$ cat config.mk
export PLATFORM = sky130hd
export DESIGN_NAME = memory_stage
export DESIGN_NICKNAME = d
export VERILOG_FILES = /design/src/rtl/memory_stage.sv
export SDC_FILE = /design/constraint.sdc
export NUM_CORES = 1
export LEC_CHECK = 0
export BUFFER_PORTS_ARGS = -buffer_cell sky130_fd_sc_hd__buf_4
export CAP_MARGIN = 10
export CELL_PAD_IN_SITES_DETAIL_PLACEMENT = 0
export CELL_PAD_IN_SITES_GLOBAL_PLACEMENT = 1
export CORE_ASPECT_RATIO = 1.1
export CORE_MARGIN = 3
export CORE_UTILIZATION = 43
export CTS_CLUSTER_DIAMETER = 120
export CTS_CLUSTER_SIZE = 24
export DETAILED_ROUTE_END_ITERATION = 7
export PLACE_DENSITY = 0.87
export SLEW_MARGIN = 20
export SYNTH_ARGS = -nofsm -noshare
export SYNTH_HDL_FRONTEND = slang
export SYNTH_SLANG_ARGS = --single-unit
$ cat constraint.sdc
create_clock -name clk_i -period 3.1 [get_ports clk_i]
set_input_delay 0.93 -clock clk_i [delete_from_list [all_inputs] [get_ports clk_i]]
set_output_delay 0.93 -clock clk_i [all_outputs]
set_load 0.05 [all_outputs]
$ cat src/rtl/memory_stage.sv
// MEM stage: passes ALU results through in one cycle, runs loads/stores on a req/gnt/rvalid
// bus, and presents a registered result bank to WriteBack. States: IDLE idle/accept | REQ bus request | WAIT response.
module memory_stage #(
  parameter int WAIT_TIMEOUT = 64,
  parameter int CONTROL_BIT  = 5,
  parameter int MEMREAD      = 0,
  parameter int MEMWRITE     = 1,
  parameter int REGEN        = 2
) (
  input  logic                   clk_i,
  input  logic                   rst_ni,
  input  logic                   ex_valid_i,
  output logic                   ex_ready_o,
  input  logic [31:0]            ex_instr_i,
  input  logic [CONTROL_BIT-1:0] ex_control_i,
  input  logic [31:0]            ex_aluResult_i,
  input  logic [31:0]            ex_storeData_i,
  input  logic [4:0]             ex_rd_addr_i,
  input  logic [31:0]            ex_pcplus_i,
  output logic                   dmem_req_o,
  output logic                   dmem_we_o,
  output logic [31:0]            dmem_addr_o,
  output logic [3:0]             dmem_be_o,
  output logic [31:0]            dmem_wdata_o,
  input  logic                   dmem_gnt_i,
  input  logic                   dmem_rvalid_i,
  input  logic [31:0]            dmem_rdata_i,
  output logic [31:0]            mem_instr_o,
  output logic [CONTROL_BIT-1:0] mem_control_o,
  output logic [31:0]            mem_aluResult_o,
  output logic [31:0]            mem_readData_o,
  output logic [31:0]            mem_pcplus_o,
  output logic [31:0]            mem_rd_addr_o,
  input  logic                   wb_ready_i,
  output logic                   misalign_o,
  output logic                   bus_err_o
);

  typedef enum logic [1:0] {S_IDLE, S_REQ, S_WAIT} state_t;

  localparam int CW = (WAIT_TIMEOUT < 2) ? 1 : $clog2(WAIT_TIMEOUT + 1);
  localparam logic [CW-1:0] CNT_LOAD = CW'(WAIT_TIMEOUT);
  localparam logic [CONTROL_BIT-1:0] REGEN_M = CONTROL_BIT'(1) << REGEN;
  localparam logic [CONTROL_BIT-1:0] MEMWRITE_M = CONTROL_BIT'(1) << MEMWRITE;

  state_t state_q, state_d;

  logic                   bank_full_q;
  logic [31:0]            op_instr_q, op_alu_q, op_pcplus_q;
  logic [CONTROL_BIT-1:0] op_control_q;
  logic [4:0]             op_rd_q;
  logic [CW-1:0]          cnt_q;
  logic                   err_q, resp_q;
  logic [31:0]            resp_data_q;

  logic                   bank_free, accept, ex_is_mem, ex_mis, tmo_hit;
  logic [1:0]             ex_off;
  logic [3:0]             ex_be;
  logic                   ld_ex, ld_op, ld_err, latch_op, set_mis, set_resp, set_err;
  logic [31:0]            rsrc, lane, load_ext;

  assign bank_free  = !bank_full_q || wb_ready_i;
  assign ex_ready_o = (state_q == S_IDLE) && bank_free;
  assign accept     = ex_valid_i && ex_ready_o;
  assign dmem_req_o = (state_q == S_REQ);

  assign ex_off    = ex_aluResult_i[1:0];
  assign ex_is_mem = ex_control_i[MEMREAD] || ex_control_i[MEMWRITE];
  assign ex_mis    = (ex_instr_i[13:12] == 2'b01 && ex_off[0]) ||
                     (ex_instr_i[13] && ex_off != 2'b00);

  always_comb begin
    ex_be = 4'b1111;
    case (ex_instr_i[13:12])
      2'b00:   ex_be = 4'b0001 << ex_off;
      2'b01:   ex_be = 4'b0011 << ex_off;
      default: ex_be = 4'b1111;
    endcase
  end

  assign tmo_hit = (WAIT_TIMEOUT != 0) && (cnt_q == CW'(1)) && !err_q && !resp_q;

  // A response that arrives while the bank is still held is parked in resp_data_q.
  assign rsrc = resp_q ? resp_data_q : dmem_rdata_i;
  assign lane = rsrc >> {op_alu_q[1:0], 3'b000};

  always_comb begin
    load_ext = lane;
    case (op_instr_q[14:12])
      3'b000:  load_ext = {{24{lane[7]}}, lane[7:0]};
      3'b001:  load_ext = {{16{lane[15]}}, lane[15:0]};
      3'b100:  load_ext = {24'b0, lane[7:0]};
      3'b101:  load_ext = {16'b0, lane[15:0]};
      default: load_ext = lane;
    endcase
  end

  always_comb begin
    state_d  = state_q;
    ld_ex    = 1'b0;
    ld_op    = 1'b0;
    ld_err   = 1'b0;
    latch_op = 1'b0;
    set_mis  = 1'b0;
    set_resp = 1'b0;
    set_err  = 1'b0;
    case (state_q)
      S_IDLE: begin
        if (accept) begin
          if (ex_is_mem && !ex_mis) begin
            latch_op = 1'b1;
            state_d  = S_REQ;
          end else begin
            ld_ex   = 1'b1;
            set_mis = ex_is_mem;
          end
        end
      end
      S_REQ: begin
        if (tmo_hit) begin
          if (bank_free) begin
            ld_op   = 1'b1;
            ld_err  = 1'b1;
            state_d = S_IDLE;
          end else begin
            set_err = 1'b1;
            state_d = S_WAIT;
          end
        end else if (dmem_gnt_i) begin
          state_d = S_WAIT;
        end
      end
      S_WAIT: begin
        if (err_q || resp_q || dmem_rvalid_i) begin
          if (bank_free) begin
            ld_op   = 1'b1;
            ld_err  = err_q;
            state_d = S_IDLE;
          end else if (!err_q && !resp_q) begin
            set_resp = 1'b1;
          end
        end else if (tmo_hit) begin
          if (bank_free) begin
            ld_op   = 1'b1;
            ld_err  = 1'b1;
            state_d = S_IDLE;
          end else begin
            set_err = 1'b1;
          end
        end
      end
      default: state_d = S_IDLE;
    endcase
  end

  always_ff @(posedge clk_i or negedge rst_ni) begin
    if (!rst_ni) state_q <= S_IDLE;
    else         state_q <= state_d;
  end

  always_ff @(posedge clk_i or negedge rst_ni) begin
    if (!rst_ni) begin
      op_instr_q   <= '0;
      op_control_q <= '0;
      op_alu_q     <= '0;
      op_pcplus_q  <= '0;
      op_rd_q      <= '0;
      dmem_we_o    <= 1'b0;
      dmem_addr_o  <= '0;
      dmem_be_o    <= '0;
      dmem_wdata_o <= '0;
      cnt_q        <= '0;
      err_q        <= 1'b0;
      resp_q       <= 1'b0;
      resp_data_q  <= '0;
    end else begin
      if (latch_op) begin
        op_instr_q   <= ex_instr_i;
        op_control_q <= ex_control_i;
        op_alu_q     <= ex_aluResult_i;
        op_pcplus_q  <= ex_pcplus_i;
        op_rd_q      <= ex_rd_addr_i;
        dmem_we_o    <= ex_control_i[MEMWRITE];
        dmem_addr_o  <= {ex_aluResult_i[31:2], 2'b00};
        dmem_be_o    <= ex_be;
        dmem_wdata_o <= ex_storeData_i << {ex_off, 3'b000};
        cnt_q        <= CNT_LOAD;
      end else if (state_q != S_IDLE && cnt_q != '0) begin
        cnt_q <= cnt_q - CW'(1);
      end
      if (ld_op) begin
        err_q  <= 1'b0;
        resp_q <= 1'b0;
      end else begin
        if (set_err) err_q <= 1'b1;
        if (set_resp) begin
          resp_q      <= 1'b1;
          resp_data_q <= dmem_rdata_i;
        end
      end
    end
  end

  always_ff @(posedge clk_i or negedge rst_ni) begin
    if (!rst_ni) begin
      bank_full_q     <= 1'b0;
      mem_instr_o     <= '0;
      mem_control_o   <= '0;
      mem_aluResult_o <= '0;
      mem_readData_o  <= '0;
      mem_pcplus_o    <= '0;
      mem_rd_addr_o   <= '0;
      misalign_o      <= 1'b0;
      bus_err_o       <= 1'b0;
    end else begin
      misalign_o <= set_mis;
      bus_err_o  <= ld_op && ld_err;
      if (ld_ex) begin
        bank_full_q     <= 1'b1;
        mem_instr_o     <= ex_instr_i;
        mem_control_o   <= set_mis ? (ex_control_i & ~(REGEN_M | MEMWRITE_M)) : ex_control_i;
        mem_aluResult_o <= ex_aluResult_i;
        mem_readData_o  <= '0;
        mem_pcplus_o    <= ex_pcplus_i;
        mem_rd_addr_o   <= {27'b0, ex_rd_addr_i};
      end else if (ld_op) begin
        bank_full_q     <= 1'b1;
        mem_instr_o     <= op_instr_q;
        mem_control_o   <= ld_err ? (op_control_q & ~REGEN_M) : op_control_q;
        mem_aluResult_o <= op_alu_q;
        mem_readData_o  <= (!ld_err && op_control_q[MEMREAD]) ? load_ext : 32'b0;
        mem_pcplus_o    <= op_pcplus_q;
        mem_rd_addr_o   <= {27'b0, op_rd_q};
      end else if (wb_ready_i) begin
        // Consumed with nothing new: present a bubble.
        bank_full_q     <= 1'b0;
        mem_instr_o     <= '0;
        mem_control_o   <= '0;
        mem_aluResult_o <= '0;
        mem_readData_o  <= '0;
        mem_pcplus_o    <= '0;
        mem_rd_addr_o   <= '0;
      end
    end
  end

endmodule

After elaboration in Yosys (flattened, before gate mapping) --
Index checks and enable logic that the tools add are counted.
Word-level totals: bits in registers 384, logic and storage cells 135, bits in writable memories 0, bits in latches 0, ROM bits 0, memories kept 0, output and inout port bits 238
Operators by class: magnitude comparators 0, divide/modulo/power cells 0, add/sub/neg operators 1, shifts and indexed selects 4, bitwise logic cells 1, reductions and logical operators 33, equality and inequality tests 11, multipliers 0, mux-type cells 62
Operators with widths (count):
- two-way mux 32 bit | 13
- case mux 32 bit (4 select lines) | 1
- << shifter 32 x 5 -> 32 bit | 1
- right shift 32 x 5 -> 32 bit | 1
- two-way mux 1 bit | 28
- two-way mux 2 bit | 8
- two-way mux 5 bit | 3
- two-way mux 7 bit | 2
- logical AND 1 bit | 11
- nonzero test 2 bit | 5
- case mux 4 bit (2 select lines) | 1
- == test 7 x 1 -> 1 bit, second input constant | 1
- nonzero test 7 bit | 1
- subtractor 7 x 1 -> 7 bit, second input constant | 1
- == test 3 bit, second input constant | 2
- two-way mux 3 bit | 2
- case mux 1 bit (2 select lines) | 3
- case mux 2 bit (3 select lines) | 1
- logical NOT 1 bit | 5
- logical OR 1 bit | 5
- == test 2 x 1 -> 1 bit, second input constant | 2
- logical NOT 2 bit | 2
- AND reduction 4 bit | 1
- << shifter 1 x 2 -> 4 bit, first input constant | 1
- other kinds (11) | 11

Longest topological paths before layout --
Gate-level depths: netlist of run 1.
depth after elaboration 11, gate-level depth with buffers 10

Least setup slack after synthesis of run 1 --
No wires, ideal clock.
path type input to output, from in wb_ready_i, to out ex_ready_o, buffers on the path 1, stages 3, data arrival time 1.776 ns, slack 0.394 ns, cells stage by stage nor2b_1 > clkbuf_1 > nor2_1
Between the ends: word-level cells in the longest chain between the ends 2
RTL lines:
- start, declared | line 34 | input logic wb_ready_i,
- logical OR 1 bit | line 62 | assign bank_free = !bank_full_q || wb_ready_i;
- logical AND 1 bit | line 63 | assign ex_ready_o = (state_q == S_IDLE) && bank_free;
- end, declared | line 13 | output logic ex_ready_o,
Every way passes these cells.

Final worst setup path of run 1 --
from reg state_q[0], to out ex_ready_o
Between the ends: word-level cells in the longest chain between the ends 2
RTL lines:
- start, declared | line 46 | state_t state_q, state_d;
- start signal, assigned | line 158 | else state_q <= state_d;
- logical NOT 2 bit | line 63
- logical AND 1 bit | line 63
Every way passes these cells.

==> implementation parameters, run 1 <==
Parameter                              Value

Run status
  Run status    complete, no violations

Routing
  ANT nets after route    0
  Per-cell via count in the routed design    5.37
  DRC errors left    0
  Detailed-routing iteration count for the pre-antenna-repair pass    6
  Routed wire length per instance    around 19 um
  Total Routed Length    approximately 45000 um
  Total via count after detailed routing    about 13000
  Starting DRC count in detailed routing    between 1000 and 1500

Cells and area
  Fin nets    between 2000 and 2500
  Area delta synth->final    22.7%
  Final cell utilization of the core    between 50% and 60%
  Most common cell after layout, fill and taps aside    nand2_1
  Non-filler instance count after layout    2429
  Final non-filler cell area    between 15000 and 20000 um^2
  Area of the multi-input gates    6390 um^2
  Ratio of cells with drive above 1 in the final layout    roughly a quarter
  Sequential cell area    approximately 8000 um^2
  Fill cells    3199
  Highest-count cells in the layout ignoring fill and taps    496 x nand2_1, 406 x buf_4, 325 x dfrtp_1
  Diodes inserted    0

Pwr
  Overall power consumption    19.8 mW
  Cell Pwr Density    about 1000 nW/um^2
  Leak    between 9 and 10 nW
  Max VDD drop    0.702 mV

STA
  Worst Tran Pin Value    about 0.75 ns
  Peak clock frequency supported by timing    373 MHz
  Final worst path period need    between 2 and 3 ns
  Relative slew margins    approximately half
  Final Hold Viols    0
  Unrepaired setup endpoints after global routing    no
  Worst-case clock skew    around 0.030 ns
  Final setup violation count    0
  Final hold slack    a little under 0.4 ns
  Final period util    ~86%
  Slack of the critical path    ~0.42 ns
  Fin Setup TNS    0 ns
  Number of pins with negative max-slew slack in the final report    0

Floorplan
  Starting density of the core    between 40% and 50%
  Die height    slightly above 200 um
  Die Area    around 38000 um^2
  Number of primary I/O pins    about 410
  Area of the core    around 35000 um^2
  Number of cell rows    72
  Die width    approximately 190 um

Clock tree
  CTS root buffer    clkbuf_16
  Clock tree sinks    around 330
  Clock buffers created by TritonCTS    17
  CTS hold repair buffers    0
  Post-cts gate resize count    0
  Maximum clock insertion buffer count    3
  Worst-path clk slew    0.10 ns
  Clock Latency Late Sink    0.52 ns
  Number of H-tree branching levels    1
  Setup repair bufs after CTS    0
  Clock tree from TritonCTS    yes

Synth
  Leading register cell type out of synthesis    dfrtp_1
  Average instance area after synthesis    between 9 and 10 um^2
  Number of register bits inferred by synthesis    326
  Warnings, synthesis    0
  Post-synthesis sequential area ratio    52.5%
  Cell area after technology mapping    15500 um^2
  Gate Count Post-Synth    around 1700
  Share of flip-flops with an asynchronous set or reset    100%
  Number of flops mapped to enable cells by yosys    0
  Netlist cell types    57

Worst setup path
  Max incr delay on CP    ~0.42 ns
  Worst-path maximum fanout    3
  Crit. End Element    primary output
  FF-to-FF Start    state_q[0]
  Dominant delay contributor by cell family on the critical path    buffers and inverters
  Minimum setup slack among reg-to-reg paths    between 0.6 and 0.7 ns
  Arrival time reported for the critical path endpoint    1.75 ns
  Buffering stage count on the worst path with inverters included    3
  Most common cell type on the critical path    inv_1
  R2R cell count    7
  Launching element type of the critical path    flop
  Setup CP Type    reg -> out
  Number of cells on the critical path    5
  Series of cell instances along the critical path    inv_1, ha_1, inv_1, nor2_1, buf_4
  Worst EP required    around 2.2 ns
  Cell with the biggest individual delay on the critical path    dfrtp_1
  FF-to-FF End    mem_readData_o[7]

Global route
  Initial antenna violation count    1
  Number of global-route vias before repair    roughly 13000
  Wire length of the first global-routing pass    approximately 72000 um
  Maximum number of pins on one net before global-route repair    roughly 110
  Total congestion overflow after global routing    0
  Total routing usage reported by global routing    22.9%

Place
  Post-placement cell count    about 2400
  HPWL after detailed placement    31500 um
  Quantity of I/O buffers inserted on ports    between 300 and 400
  Global placement routability congestion    ~0.86
  Setup Slack @ Placement    about 0.45 ns
  Placement Cell Area    18600 um^2

Flow run
  Maximum capacitance violations    0

Min path
  Worst hold path class    in -> async
==> metal layers <==
layer | track usage, % | routed length, um
met1 | 31.2 | 19000
met4 | 6.56 | 1460
met2 | 37.6 | 21600
met5 | 0 | 17
met3 | 4.24 | 3020
==> power breakdown <==
part / leakage, nW / total, mW / internal (mW) / switching, mW
registers: 4.19 / 7.25 / 6.00 / 1.25
logic: 4.99 / 10.2 / 3.31 / 6.85
clock network: 0.221 / 2.38 / 1.01 / 1.37
==> area by class of cell <==
class	instances	area share (%)
clock buffers	18	2.25
clock inverters	2	0.105
inverters	16	0.322
multi-input cells	1162	33.5
flip-flops and latches	326	42.8
well taps	481	3.16
repair buffers	424	17.8
==> Yosys cell counts, drive strengths merged (15+ instances only) <==
| cell type | n | area, um^2 |
|---|---|---|
| clkbuf | 64 | 240 |
| mux2i | 42 | 424 |
| mux2 | 32 | 360 |
| a32o | 18 | 180 |
| inv | 15 | 56.3 |
| nand2 | 497 | 1870 |
| nand3 | 116 | 581 |
| dfrtp | 326 | 8160 |
| mux4 | 24 | 541 |
| a21oi | 19 | 98.9 |
| o21ai | 47 | 239 |
| buf | 125 | 811 |
| a31oi | 107 | 676 |
| nor2 | 138 | 528 |
==> state kept, by name, indices dropped and copies added, names as in the netlist <==
signal and count:
mem_aluResult_o 32, op_control_q 5, mem_control_o 5, state_q 2, op_instr_q 32, bus_err_o 1
op_rd_q 5, mem_rd_addr_o 5, dmem_be_o 4, op_alu_q 32, dmem_wdata_o 32, mem_readData_o 32
bank_full_q 1, resp_data_q 32, misalign_o 1, cnt_q 7, op_pcplus_q 32, mem_pcplus_o 32
err_q 1, resp_q 1, mem_instr_o 32
==> cell families (layout without fill, tap and decap cells) <==
group | Yosys count | after routing | share of synthesized area, %
other cells | 1 | 29 | 0.0241
fa+ha+maj | 6 | 6 | 0.483
mux | 98 | 98 | 8.53
compound gates | 234 | 234 | 10.1
flops | 326 | 326 | 52.5
buf+inv | 205 | 460 | 7.15
simple gates | 789 | 789 | 20.9
xor+xnor | 6 | 6 | 0.338
==> how the worst max path moves through the flow <==
stage / slack (ns) / from / end
after global placement: 0.50 / dmem_rvalid_i / mem_control_o[0]
after global routing: 0.32 / state_q[1] / ex_ready_o
final: 0.42 / state_q[0] / ex_ready_o
after detailed placement: 0.45 / ex_instr_i[12] / mem_pcplus_o[1]
after CTS: 0.40 / state_q[1] / ex_ready_o
after floorplan: 0.39 / wb_ready_i / ex_ready_o
(Power assumes the default switching activity.)
==> run 2: changes to the inputs <==
--- a/config.mk
+++ b/config.mk
@@ -6,16 +6,16 @@
 export NUM_CORES = 1
 export LEC_CHECK = 0
 export BUFFER_PORTS_ARGS = -buffer_cell sky130_fd_sc_hd__buf_4
-export CAP_MARGIN = 10
 export CELL_PAD_IN_SITES_DETAIL_PLACEMENT = 0
-export CELL_PAD_IN_SITES_GLOBAL_PLACEMENT = 1
+export CELL_PAD_IN_SITES_GLOBAL_PLACEMENT = 2
 export CORE_ASPECT_RATIO = 1.1
 export CORE_MARGIN = 3
-export CORE_UTILIZATION = 43
+export CORE_UTILIZATION = 34
 export CTS_CLUSTER_DIAMETER = 120
 export CTS_CLUSTER_SIZE = 24
 export DETAILED_ROUTE_END_ITERATION = 7
-export PLACE_DENSITY = 0.87
+export PLACE_DENSITY = 0.86
+export REMOVE_ABC_BUFFERS = 1
 export SLEW_MARGIN = 20
 export SYNTH_ARGS = -nofsm -noshare
 export SYNTH_HDL_FRONTEND = slang
==> implementation parameters, run 2 (same netlist as run 1, synthesis figures left out) <==
Parameter                              Value

Run status
  Run status    complete, no violations

Routing
  DRC errors left    0
  Per-cell via count in the routed design    ~5
  Total Routed Length    49100 um
  ANT nets after route    0
  Routed wire length per instance    between 15 and 20 um
  Total via count after detailed routing    ~13000
  Starting DRC count in detailed routing    between 800 and 900
  Detailed-routing iteration count for the pre-antenna-repair pass    5

Global route
  Wire length of the first global-routing pass    between 70000 and 80000 um
  GRT Max-Usage Layer    met2
  Number of global-route vias before repair    12800
  GR Util met3    between 3 and 4%
  Total routing usage reported by global routing    19.6%
  Initial antenna violation count    1
  Met2 Track Usage GR    between 30% and 40%
  M1 GR Usage    26.0%
  Total congestion overflow after global routing    0
  Maximum number of pins on one net before global-route repair    106

Worst setup path
  Minimum setup slack among reg-to-reg paths    0.56 ns
  Critical path launch point    state_q[0]
  Worst-path maximum fanout    3
  Launching element type of the critical path    flop
  FF-to-FF End    op_instr_q[15]
  Worst setup endpoint    ex_ready_o
  Worst EP required    between 2 and 2.5 ns
  FF-to-FF Start    state_q[0]
  Arrival time reported for the critical path endpoint    between 1.5 and 2 ns
  R2R cell count    8
  Crit. End Element    primary output
  Setup CP Type    reg -> out

STA
  Final period util    roughly 89%
  Final hold slack    0.276 ns
  Final Hold Viols    0
  Relative slew margins    around 37%
  Worst-case clock skew    roughly 0.026 ns
  Unrepaired setup endpoints after global routing    no
  Final worst path period need    about 2.8 ns
  Final setup violation count    0
  Number of pins with negative max-slew slack in the final report    0
  Slack of the critical path    between 0.3 and 0.4 ns
  Worst Tran Pin Value    just over 0.9 ns
  Peak clock frequency supported by timing    361 MHz

Floorplan
  Starting density of the core    around a third
  Area of the core    around 45000 um^2
  Die Area    slightly below 50000 um^2
  Die height    roughly 230 um
  Number of cell rows    81
  Number of primary I/O pins    414
  Die width    210 um

Pwr
  Max VDD drop    0.748 mV
  Leak    ~9.4 nW
  Cell Pwr Density    a little over 1000 nW/um^2

Place
  Post-placement cell count    ~2500
  Quantity of I/O buffers inserted on ports    about 380
  Setup Slack @ Placement    approximately 0.30 ns
  Global placement routability congestion    between 0.8 and 0.9
  HPWL after detailed placement    between 30000 and 40000 um

Clock tree
  Worst-path clk slew    0.11 ns
  Maximum clock insertion buffer count    3
  Number of H-tree branching levels    1
  Clock tree sinks    around 330
  Clock tree from TritonCTS    yes
  Post-cts gate resize count    0
  Setup repair bufs after CTS    0
  CTS root buffer    clkbuf_16
  Clock Latency Late Sink    roughly 0.53 ns
  CTS hold repair buffers    0
  Clock buffers created by TritonCTS    17

Cells and area
  Fill cells    around 4400
  Fin nets    between 2000 and 2500
  Non-filler instance count after layout    ~2500
  Area delta synth->final    24.2%
  Area of the multi-input gates    6400 um^2
  Ratio of cells with drive above 1 in the final layout    between 20% and 30%
  Sequential cell area    8160 um^2
  Final cell utilization of the core    between 40% and 50%
  Highest-count cells in the layout ignoring fill and taps    496 x nand2_1, 405 x buf_4, 325 x dfrtp_1
  Most common cell after layout, fill and taps aside    nand2_1

Min path
  Worst hold path class    in -> async

Flow run
  Maximum capacitance violations    0
[run 2: cell count changes in the layout (fill, tap and decap cells not counted), sizes merged]
| cell | delta |
|---|---|
| buf | +4 |
| diode | +1 |
[run 2: critical path, cell delays in order, from the launching register on]
cell	delay (ns)
dfrtp_1	0.42
inv_1	0.10
ha_1	0.28
inv_1	0.11
nor2_1	0.17
buf_4	0.22
[run 2: how the worst min path moves through the flow]
stage                                     end  depth (start not counted)  slack, ns
after CTS                    mem_pcplus_o[22]                          1       0.26
after floorplan               op_control_q[2]                          2       0.45
after detailed placement      dmem_wdata_o[3]                          2       0.46
after global placement        dmem_wdata_o[7]                          2       0.45
final                     mem_aluResult_o[17]                          1       0.28
after global routing      mem_aluResult_o[17]                          1       0.27
[run 2: final cells by class]
class                      instances  area share [%]
clock inverter                     2           0.104
timing repair buffer             428            18.1
tap                              581            3.77
inverter                          16           0.318
multi-input combinational       1162            33.2
sequential                       326            42.3
antenna                            1          0.0130
clock buffer                      18            2.22
[run 2: report_power, final]
part / internal, mW / switching [mW]
Clock: 1.01 / 1.45
Combinational: 3.38 / 6.89
Sequential: 6.00 / 1.23
Total: 10.4 / 9.57
[run 2: layer usage]
layer	vias up	share of wire, %
met2	396	49
li1	6082	-
met1	6390	43
met5	-	0
met4	0	2.7
met3	63	6.0
[run 2: per-stage QoR]
stage	setup TNS (ns)	power, mW	instance area, um^2
after floorplan	-616.33	14.1	14600
after global placement	0	17.5	18800
after detailed placement	0	17.7	18800
after CTS	0	20.2	19300
after global routing	0	21.2	19300
final	0	20.0	19300
